### src/rtl/qpsk_pkg.sv
// Shared QPSK definitions: carrier LUTs, symbol map and demodulator state type.
package qpsk_pkg;

    localparam int unsigned LUT_SIZE = 16;
    localparam int unsigned LUT_W    = 8;
    localparam int unsigned PHASE_W  = $clog2(LUT_SIZE);

    localparam logic signed [LUT_W-1:0] COS_LUT [LUT_SIZE] = '{
        8'sd127,  8'sd118,  8'sd90,   8'sd49,
        8'sd0,   -8'sd49,  -8'sd90,  -8'sd118,
       -8'sd127, -8'sd118, -8'sd90,  -8'sd49,
        8'sd0,    8'sd49,   8'sd90,   8'sd118
    };

    // sin[k] = cos[(k+12) mod 16]
    localparam logic signed [LUT_W-1:0] SIN_LUT [LUT_SIZE] = '{
        8'sd0,    8'sd49,   8'sd90,   8'sd118,
        8'sd127,  8'sd118,  8'sd90,   8'sd49,
        8'sd0,   -8'sd49,  -8'sd90,  -8'sd118,
       -8'sd127, -8'sd118, -8'sd90,  -8'sd49
    };

    // Pair {b1,b0} -> (I sign, Q sign): b0 selects I polarity, b1 selects Q polarity.
    localparam logic [1:0] SYM_PP = 2'b00;
    localparam logic [1:0] SYM_MP = 2'b01;
    localparam logic [1:0] SYM_MM = 2'b11;
    localparam logic [1:0] SYM_PM = 2'b10;

    typedef enum logic [1:0] {
        IDLE  = 2'd0,
        INTEG = 2'd1,
        DUMP  = 2'd2
    } demod_state_e;

    function automatic logic [1:0] sym_decide(input logic i_neg, input logic q_neg);
        return {q_neg, i_neg};
    endfunction

endpackage

### src/rtl/qpsk_bit_serializer.sv
// Single-pair output buffer that shifts the decided pair out older-bit-first
// on a ready/valid stream and flags pairs lost to a full buffer.
module qpsk_bit_serializer
    import qpsk_pkg::*;
(
    input  logic       clk,
    input  logic       rst_n,
    input  logic       push,
    input  logic [1:0] pair_in,
    input  logic       bit_ready,
    output logic       bit_out,
    output logic       bit_valid,
    output logic       overrun
);

    logic [1:0] pair_q, pair_d;
    logic [1:0] cnt_q, cnt_d;
    logic       bit_out_q, bit_out_d;
    logic       bit_valid_q, bit_valid_d;
    logic       overrun_q, overrun_d;
    logic       pop_c;
    logic [1:0] cnt_after_pop_c;

    always_comb begin
        pair_d          = pair_q;
        overrun_d       = overrun_q;
        pop_c           = bit_valid_q & bit_ready;
        cnt_after_pop_c = pop_c ? (cnt_q - 2'd1) : cnt_q;
        cnt_d           = cnt_after_pop_c;

        // A new pair is only accepted once both bits of the old one have left.
        if (push) begin
            if (cnt_after_pop_c == 2'd0) begin
                pair_d = pair_in;
                cnt_d  = 2'd2;
            end else begin
                overrun_d = 1'b1;
            end
        end

        bit_valid_d = (cnt_d != 2'd0);
        case (cnt_d)
            2'd2:    bit_out_d = pair_d[1];
            2'd1:    bit_out_d = pair_d[0];
            default: bit_out_d = 1'b0;
        endcase
    end

    always_ff @(posedge clk or negedge rst_n) begin
        if (!rst_n) begin
            pair_q      <= '0;
            cnt_q       <= '0;
            bit_out_q   <= 1'b0;
            bit_valid_q <= 1'b0;
            overrun_q   <= 1'b0;
        end else begin
            pair_q      <= pair_d;
            cnt_q       <= cnt_d;
            bit_out_q   <= bit_out_d;
            bit_valid_q <= bit_valid_d;
            overrun_q   <= overrun_d;
        end
    end

    assign bit_out   = bit_out_q;
    assign bit_valid = bit_valid_q;
    assign overrun   = overrun_q;

endmodule

### src/rtl/qpsk_demodulator.sv
// Coherent QPSK receiver: LUT mixer, per-symbol integrate-and-dump on I/Q,
// sign decision and serial bit output.
module qpsk_demodulator
    import qpsk_pkg::*;
#(
    parameter int unsigned SYMBOL_LEN = 16,
    parameter int unsigned SAMPLE_W   = 16,
    parameter int unsigned ACC_W      = SAMPLE_W + 8 + $clog2(SYMBOL_LEN) + 1
) (
    input  logic                       clk,
    input  logic                       rst_n,
    input  logic                       enable,
    input  logic signed [SAMPLE_W-1:0] sample_in,
    input  logic                       sample_valid,
    input  logic                       sym_start,
    output logic                       bit_out,
    output logic                       bit_valid,
    input  logic                       bit_ready,
    output logic [1:0]                 sym_pair,
    output logic                       sym_done,
    output logic signed [ACC_W-1:0]    i_acc,
    output logic signed [ACC_W-1:0]    q_acc,
    output logic                       overrun
);

    localparam int unsigned CNT_W  = $clog2(SYMBOL_LEN);
    localparam int unsigned PROD_W = SAMPLE_W + LUT_W;

    demod_state_e                state_q, state_d;
    logic [PHASE_W-1:0]          phase_q, phase_d;
    logic [CNT_W-1:0]            cnt_q, cnt_d;
    logic signed [ACC_W-1:0]     acc_i_q, acc_i_d;
    logic signed [ACC_W-1:0]     acc_q_q, acc_q_d;
    logic signed [ACC_W-1:0]     i_acc_q, i_acc_d;
    logic signed [ACC_W-1:0]     q_acc_q, q_acc_d;
    logic [1:0]                  sym_pair_q, sym_pair_d;
    logic                        sym_done_q, sym_done_d;

    logic [PHASE_W-1:0]          mix_phase_c;
    logic signed [LUT_W-1:0]     cos_c;
    logic signed [LUT_W-1:0]     nsin_c;
    logic signed [PROD_W-1:0]    prod_i_c;
    logic signed [PROD_W-1:0]    prod_q_c;
    logic signed [ACC_W-1:0]     ext_i_c;
    logic signed [ACC_W-1:0]     ext_q_c;
    logic                        push_c;
    logic [1:0]                  push_pair_c;

    // Mixer: a sym_start sample is always taken at carrier phase 0.
    always_comb begin
        mix_phase_c = sym_start ? '0 : phase_q;
        cos_c       = COS_LUT[mix_phase_c];
        nsin_c      = -SIN_LUT[mix_phase_c];
        prod_i_c    = PROD_W'(sample_in) * PROD_W'(cos_c);
        prod_q_c    = PROD_W'(sample_in) * PROD_W'(nsin_c);
        ext_i_c     = ACC_W'(prod_i_c);
        ext_q_c     = ACC_W'(prod_q_c);
    end

    // Integrate-and-dump control.
    always_comb begin
        state_d     = state_q;
        phase_d     = phase_q;
        cnt_d       = cnt_q;
        acc_i_d     = acc_i_q;
        acc_q_d     = acc_q_q;
        i_acc_d     = i_acc_q;
        q_acc_d     = q_acc_q;
        sym_pair_d  = sym_pair_q;
        sym_done_d  = 1'b0;
        push_c      = 1'b0;
        push_pair_c = sym_decide(acc_i_q[ACC_W-1], acc_q_q[ACC_W-1]);

        if (!enable) begin
            state_d = IDLE;
            phase_d = '0;
            cnt_d   = '0;
            acc_i_d = '0;
            acc_q_d = '0;
        end else begin
            case (state_q)
                IDLE: begin
                    acc_i_d = '0;
                    acc_q_d = '0;
                    phase_d = '0;
                    cnt_d   = '0;
                    if (sample_valid && sym_start) begin
                        state_d = INTEG;
                        acc_i_d = ext_i_c;
                        acc_q_d = ext_q_c;
                        phase_d = PHASE_W'(1);
                        cnt_d   = CNT_W'(1);
                    end
                end

                INTEG: begin
                    if (sample_valid) begin
                        if (sym_start) begin
                            acc_i_d = ext_i_c;
                            acc_q_d = ext_q_c;
                            phase_d = PHASE_W'(1);
                            cnt_d   = CNT_W'(1);
                        end else begin
                            acc_i_d = acc_i_q + ext_i_c;
                            acc_q_d = acc_q_q + ext_q_c;
                            phase_d = phase_q + PHASE_W'(1);
                            cnt_d   = cnt_q + CNT_W'(1);
                            if (cnt_q == CNT_W'(SYMBOL_LEN - 1)) begin
                                state_d = DUMP;
                            end
                        end
                    end
                end

                DUMP: begin
                    i_acc_d    = acc_i_q;
                    q_acc_d    = acc_q_q;
                    sym_pair_d = push_pair_c;
                    sym_done_d = 1'b1;
                    push_c     = 1'b1;
                    acc_i_d    = '0;
                    acc_q_d    = '0;
                    phase_d    = '0;
                    cnt_d      = '0;
                    state_d    = INTEG;
                end

                default: begin
                    state_d = IDLE;
                    acc_i_d = '0;
                    acc_q_d = '0;
                    phase_d = '0;
                    cnt_d   = '0;
                end
            endcase
        end
    end

    always_ff @(posedge clk or negedge rst_n) begin
        if (!rst_n) begin
            state_q    <= IDLE;
            phase_q    <= '0;
            cnt_q      <= '0;
            acc_i_q    <= '0;
            acc_q_q    <= '0;
            i_acc_q    <= '0;
            q_acc_q    <= '0;
            sym_pair_q <= '0;
            sym_done_q <= 1'b0;
        end else begin
            state_q    <= state_d;
            phase_q    <= phase_d;
            cnt_q      <= cnt_d;
            acc_i_q    <= acc_i_d;
            acc_q_q    <= acc_q_d;
            i_acc_q    <= i_acc_d;
            q_acc_q    <= q_acc_d;
            sym_pair_q <= sym_pair_d;
            sym_done_q <= sym_done_d;
        end
    end

    qpsk_bit_serializer u_serializer (
        .clk       (clk),
        .rst_n     (rst_n),
        .push      (push_c),
        .pair_in   (push_pair_c),
        .bit_ready (bit_ready),
        .bit_out   (bit_out),
        .bit_valid (bit_valid),
        .overrun   (overrun)
    );

    assign sym_pair = sym_pair_q;
    assign sym_done = sym_done_q;
    assign i_acc    = i_acc_q;
    assign q_acc    = q_acc_q;

endmodule

### config.mk
export PLATFORM = sky130hd
export DESIGN_NAME = qpsk_demodulator
export DESIGN_NICKNAME = d
export VERILOG_FILES = /design/src/rtl/qpsk_pkg.sv /design/src/rtl/qpsk_bit_serializer.sv /design/src/rtl/qpsk_demodulator.sv
export SDC_FILE = /design/constraint.sdc
export NUM_CORES = 1
export LEC_CHECK = 0
export BUFFER_PORTS_ARGS = -buffer_cell sky130_fd_sc_hd__buf_2
export CAP_MARGIN = 30
export CORE_MARGIN = 5
export CORE_UTILIZATION = 60
export DETAILED_ROUTE_END_ITERATION = 12
export GPL_TIMING_DRIVEN = 0
export PLACE_DENSITY = 0.78
export RECOVER_POWER = 25
export SLEW_MARGIN = 20
export SYNTH_ARGS = -nofsm -noshare
export SYNTH_HDL_FRONTEND = slang
export SYNTH_SLANG_ARGS = --single-unit
### constraint.sdc
create_clock -name clk -period 19.6 [get_ports clk]
set_clock_uncertainty 0.05 [all_clocks]
set_input_delay 2.94 -clock clk [delete_from_list [all_inputs] [get_ports clk]]
set_output_delay 2.94 -clock clk [all_outputs]
set_load 0.1 [all_outputs]
[Yosys cells after proc, flatten, opt, wreduce, memory -nomap -nowiden]
Memory sizes are Yosys's and may differ from the RTL's.
Cells that the tools add are included.
Cells by class
  add/sub/neg operators: 6
  multipliers: 2
  magnitude comparators: 1
  equal/unequal tests: 9
  mux-type cells: 38
  bitwise gates (word level): 3
  reduce and logical (&&, ||, !) cells: 7
Operators by type and width (count)
  29-bit two-way mux: 8
  29-bit case mux with 2 select lines: 2
  29-bit by 24-bit adder with 29-bit output: 2
  16-bit by 8-bit multiplier with 24-bit output: 2
  8-bit two-way mux: 4
  4-bit two-way mux: 7
  2-bit two-way mux: 10
  4-bit case mux with 2 select lines: 2
  3-bit inequality test (second input constant): 4
  4-bit by 1-bit adder with 4-bit output (second input constant): 2
  8-bit negator: 1
  2-bit case mux with 3 select lines: 1
  5-bit greater-or-equal comparator (second input constant): 1
  4-bit NOT with 5-bit output: 1
  2-bit by 1-bit == test with 1-bit output (second input constant): 2
  2-bit == test (second input constant): 2
  4-bit == test (second input constant): 1
  2-bit zero test: 2
  2-bit AND reduction: 2
  4-bit AND reduction: 1
  1-bit two-way mux: 3
  1-bit case mux with 2 select lines: 1
  2-bit nonzero test: 1
  2-bit by 1-bit subtractor with 2-bit output (second input constant): 1
  3 further kinds: 3
Storage, ports and cells
  register bits: 136
  memory bits (read-only): 256
  input port bits: 22
  output and inout bits: 64
  word-level logic and storage cells: 82
  memories: 2
Memories
  (no name shown): words 16, width 8, read ports 1, clocked after memory_dff 0, write ports 0, RTL line qpsk_demodulator.sv:53  | nsin_c = -SIN_LUT[mix_phase_c];
  (no name shown): words 16, width 8, read ports 1, clocked after memory_dff 0, write ports 0, RTL line qpsk_demodulator.sv:52  | cos_c = COS_LUT[mix_phase_c];

[Depth between registers and ports, before layout]
  depth after elaboration: 12
  gate-level depth with buffers: 42

[Hierarchy]
From an unflattened synthesis, not the netlist that was laid out.
Unflattened totals
  cells, all modules: 2114
  area, all modules: 18013.5 um^2
Modules (own cells, without submodules)
  qpsk_demodulator: times used 1, cells each 2086, area each 17669.4 um^2
  qpsk_bit_serializer: times used 1, cells each 28, area each 344.1 um^2

[Worst setup path after synthesis]
OpenSTA, ideal clock, no wires.
  path kind: input to register
  from: input port sym_start
  to: register acc_q_q[28]
  arrival: 11.180 ns
  data required time: 19.401 ns
  slack: 8.221 ns
  cell stages on the path: 37
  cell sequence: clkbuf_1 clkbuf_1 clkbuf_1 nor2_1 inv_1 ha_1 mux2i_1 a22oi_1 o22ai_1 nand3_1 nor3b_1 xnor2_1 clkbuf_1 inv_1 fa_1 inv_1 fa_1 inv_1 fa_1 inv_1 fa_1 inv_1 ha_1 o211ai_1 o21ai_0 o21bai_1 a21oi_1 a211o_1 a21oi_1 xnor2_1 ha_1 a21o_1 a2111oi_0 a31oi_1 and3_1 o31ai_1 o211ai_1
On the way
  word-level cells in the longest chain between the ends: 12
  elaborated cells between the ends (all ways): 14
Ends and longest elaborated chain
  start, declared: RTL line qpsk_demodulator.sv:15  | input logic sym_start,
  4-bit two-way mux: RTL line qpsk_demodulator.sv:51  | mix_phase_c = sym_start ? '0 : phase_q;
  4-bit NOT with 5-bit output (not written as such): RTL line qpsk_demodulator.sv:53
  memory 16 x 8 bit
  8-bit two-way mux (not written as such) (2 in a row): RTL line qpsk_demodulator.sv:53
  8-bit negator: RTL line qpsk_demodulator.sv:53
  16-bit by 8-bit multiplier with 24-bit output: RTL line qpsk_demodulator.sv:55  | prod_q_c = PROD_W'(sample_in) * PROD_W'(nsin_c);
  29-bit by 24-bit adder with 29-bit output: RTL line qpsk_demodulator.sv:105  | acc_q_d = acc_q_q + ext_q_c;
  29-bit two-way mux: RTL line qpsk_demodulator.sv:98  | if (sym_start) begin
  29-bit two-way mux: RTL line qpsk_demodulator.sv:97  | if (sample_valid) begin
  29-bit case mux with 2 select lines *: RTL line qpsk_demodulator.sv:81  | case (state_q)
  29-bit two-way mux *: RTL line qpsk_demodulator.sv:74  | if (!enable) begin
  end signal, assigned: RTL line qpsk_demodulator.sv:155  | acc_q_q <= acc_q_d;
  end, declared: RTL line qpsk_demodulator.sv:33  | logic signed [ACC_W-1:0] acc_q_q, acc_q_d;
Mark *: on every way between the ends. The rest lies on a longest branch, timed or not. The select of a mux whose other input is x is not followed.
A chain may end at the register's enable or synchronous reset.

[Final worst setup path]
  from: input port sym_start
  to: register acc_q_q[27]
The elaborated chain is that of the path after synthesis.

==> impl_metrics.yaml <==
clocking:
  cts_buffer_depth: 2
  htreeDepth: 4
  clock_sinks: 134
  cts_setup_buffers: 0
  insertion_delay_ps: 430
  path_clk_slew_ps: 60
  cts_root_buf: "clkbuf_16"
  cts_buffers: 17
  cts_resized: 0
  cts_tree: "done"
  hold_buffers: 0
cells_and_area:
  area_delta_synth_final_pct: 8.39
  diodes: 0
  drive_gt1_frac: 0.0671
  nFillCells: 2475
  fin_util: 0.660
  register_area_sq_um: 3350
  final_common_cell: "nand2_1"
  multi_input_area_sq_um: 13200
  finalNetCount: 2596
  layout_common_cells: "304 x nand2_1, 297 x inv_1, 208 x fa_1"
  fin_area_sq_um: 19600
timing:
  fin_crit_sh: 0.693
  setup_viol: 0
  hold_violations: 0
  drv_slew: 137
  worstMarginPinSlew_ps: 5410
  grt_setup_unrepaired: "false"
  totalNegativeSetupSlack_ps: 0
  max_freq_mhz: 73.6
  fin_crit_ps: 13590
  max_slew_margin: -2.60
synth:
  ys_seq_area_frac: 0.186
  ys.flop_type: "dfrtp_1"
  ys_ff_latch: 134
  yosys.area.top_type: "fa_1"
  synth-edff-count: 0
  synthCells: 2103
  synth_nets: 2491
  ys_async_sr_fraction: 1.00
  syn_avg_cell_area_sq_um: 8.58
  syn-cell-area_sq_um: 18000
  synth_top_area_frac: 0.231
  synth_cell_types: 79
  ys_top_cells_by_area: "fa_1 23%, dfrtp_1 19%, ha_1 11%"
  ys_warn_count: 0
floorplanning:
  dieArea_sq_um: 33600
  die_width_um: 183
  die_h_um: 183
  rows: 63
  io_pins: 86
  initial_utilization: 0.609
  design.core.area_sq_um: 29600
global_routing:
  first_global_vias: 15400
  grt_use_total: 0.286
  grt_first_pass_wirelength_um: 77500
  grt_max_degree: 102
  antenna_found_initial: 0
  grt.overflow.total: 0
detailed_routing:
  drt_pre_antenna_iters: 6
  drcViolationCount: 0
  drt_iter0_drc: 1164
  ant_nets: 0
  wire_per_inst_um: 18.0
  post_drt_via_cell_ratio: 5.80
  vias: 15200
  drt-total-wl_um: 46900
worst_setup_path:
  start_kind: "primary input"
  path_buf_inv: 9
  arrival_ps: 13900
  cpPeakStageDelay_ps: 650
  crit_path_frequent_cell: "inv_1"
  critPathSlowestCell: "o21ai_1"
  path_class: "primary input to register"
  required_ps: 19910
  cp_max_fo: 10
  setup.worst_path.end_class: "register"
  cp_top_family: "compound AO/OA/AOI/OAI gates"
place:
  placed_area_sq_um: 19000
  place_congestion: 0.955
  portBuffers: 84
  dpl.hpwl_um: 38300
run_status:
  violations: "max-capacitance violations, max-slew violations"
  status: "complete, but fails checks"
worst_hold_path:
  hold_path.class: "register to register"
power_and_ir_drop:
  p_leak_nw: 10.1
  powerDensity_nw_per_um2: 149
  ir_drop_mv: 0.152
run:
  cap_violations: 2
[worst paths after layout]
| check | start | to | slack [ps] | cells after the start |
|---|---|---|---|---|
| max | sym_start | acc_q_q[27]$_DFFE_PN0N_ | 6010 | 39 |
| max reg2reg | phase_q[0]$_DFFE_PN0N_ | acc_q_q[27]$_DFFE_PN0N_ | 9070 | 38 |
| min in group asynchronous | rst_n | acc_q_q[15]$_DFFE_PN0N_ | 2950 | 1 |
| min | q_acc[18]$_DFFE_PN0P_ | q_acc[18]$_DFFE_PN0P_ | 420 | 2 |
| min reg2reg | q_acc[18]$_DFFE_PN0P_ | q_acc[18]$_DFFE_PN0P_ | 420 | 2 |
| max in group asynchronous | rst_n | acc_i_q[15]$_DFFE_PN0N_ | 10600 | 2 |
[per-layer routing]
metal  share of wire  up-vias  wire, um  GRT usage
li1                -     7066         -          -
met3           0.083       97      3900     0.0504
met2            0.46      575     21600      0.461
met4           0.033        0      1530      0.100
met1            0.42     7417     19900      0.392
met5               0        -         0          0
[cell families (layout without fill, tap and decap cells)]
family / after synthesis / count (layout) / synth area share
compound gates: 392 / 392 / 0.145
xor+xnor: 105 / 105 / 0.0510
fa+ha+maj: 367 / 367 / 0.341
buf+inv: 384 / 502 / 0.0814
mux: 6 / 6 / 0.00354
flops: 134 / 134 / 0.186
simple gates: 715 / 715 / 0.192
[cell type report]
class	count	share of cell area
multi-input cells	1585	0.676
repair buffers	86	0.0220
inverters	297	0.0570
plain buffers	87	0.0180
flip-flops and latches	134	0.171
clock inverters	13	0.00755
well taps	390	0.0250
clock buffers	19	0.0227
[cells in the mapped netlist, types with 8 or more instances]
library cell / instances
nand2_1: 304
inv_1: 297
fa_1: 208
ha_1: 158
dfrtp_1: 134
and2_1: 131
nor2_1: 93
o21ai_0: 82
a21oi_1: 81
clkbuf_1: 77
xnor2_1: 64
nor2b_1: 54
a21o_1: 43
xor2_1: 41
nand2b_1: 38
a22oi_1: 32
nand3_1: 20
nor3_1: 19
a211oi_1: 17
o21bai_1: 16
a31oi_1: 13
o211ai_1: 13
o22ai_1: 13
nand4_1: 12
a221o_1: 10
or2_2: 9
and3_1: 8
o21a_1: 8
[worst register-to-register path, delay by kind of cell (launching register included)]
family          cells  cell delay (ps)
xor+xnor            2              970
compound gates     13             3340
fa+ha+maj           8             3350
simple gates        7              940
flops               1              350
buf+inv             8             1470
[flip-flops by register name, summed over array words and instances (netlist names)]
| name | cells |
|---|---|
| acc_i_q | 29 |
| acc_q_q | 29 |
| cnt_q | 4 |
| i_acc | 28 |
| phase_q | 4 |
| q_acc | 29 |
| state_q | 2 |
| sym_done | 1 |
| sym_pair | 1 |
| u_serializer.bit_out | 1 |
| u_serializer.bit_valid | 1 |
| u_serializer.cnt_q | 2 |
| u_serializer.overrun | 1 |
| u_serializer.pair_q | 2 |
[metrics by stage]
step | hold WS (ps) | total power, mW | setup slack (ps) | instances
floorplan | 417 | 2.01 | 8220 | 2103
global route | 441 | 3.17 | 5340 | 2611
global placement | 395 | 2.47 | 5990 | 2577
detailed placement | 407 | 2.53 | 5820 | 2579
finish | 415 | 2.91 | 6010 | 2611
CTS | 421 | 2.87 | 6250 | 2611
[power breakdown]
group / internal [mW] / total (mW) / leakage [nW] / switching, mW
combinational: 0.861 / 2.26 / 7.98 / 1.40
sequential: 0.299 / 0.320 / 1.85 / 0.0210
clock: 0.192 / 0.324 / 0.282 / 0.132
total: 1.35 / 2.91 / 10.1 / 1.55
(Power assumes the default switching activity.)
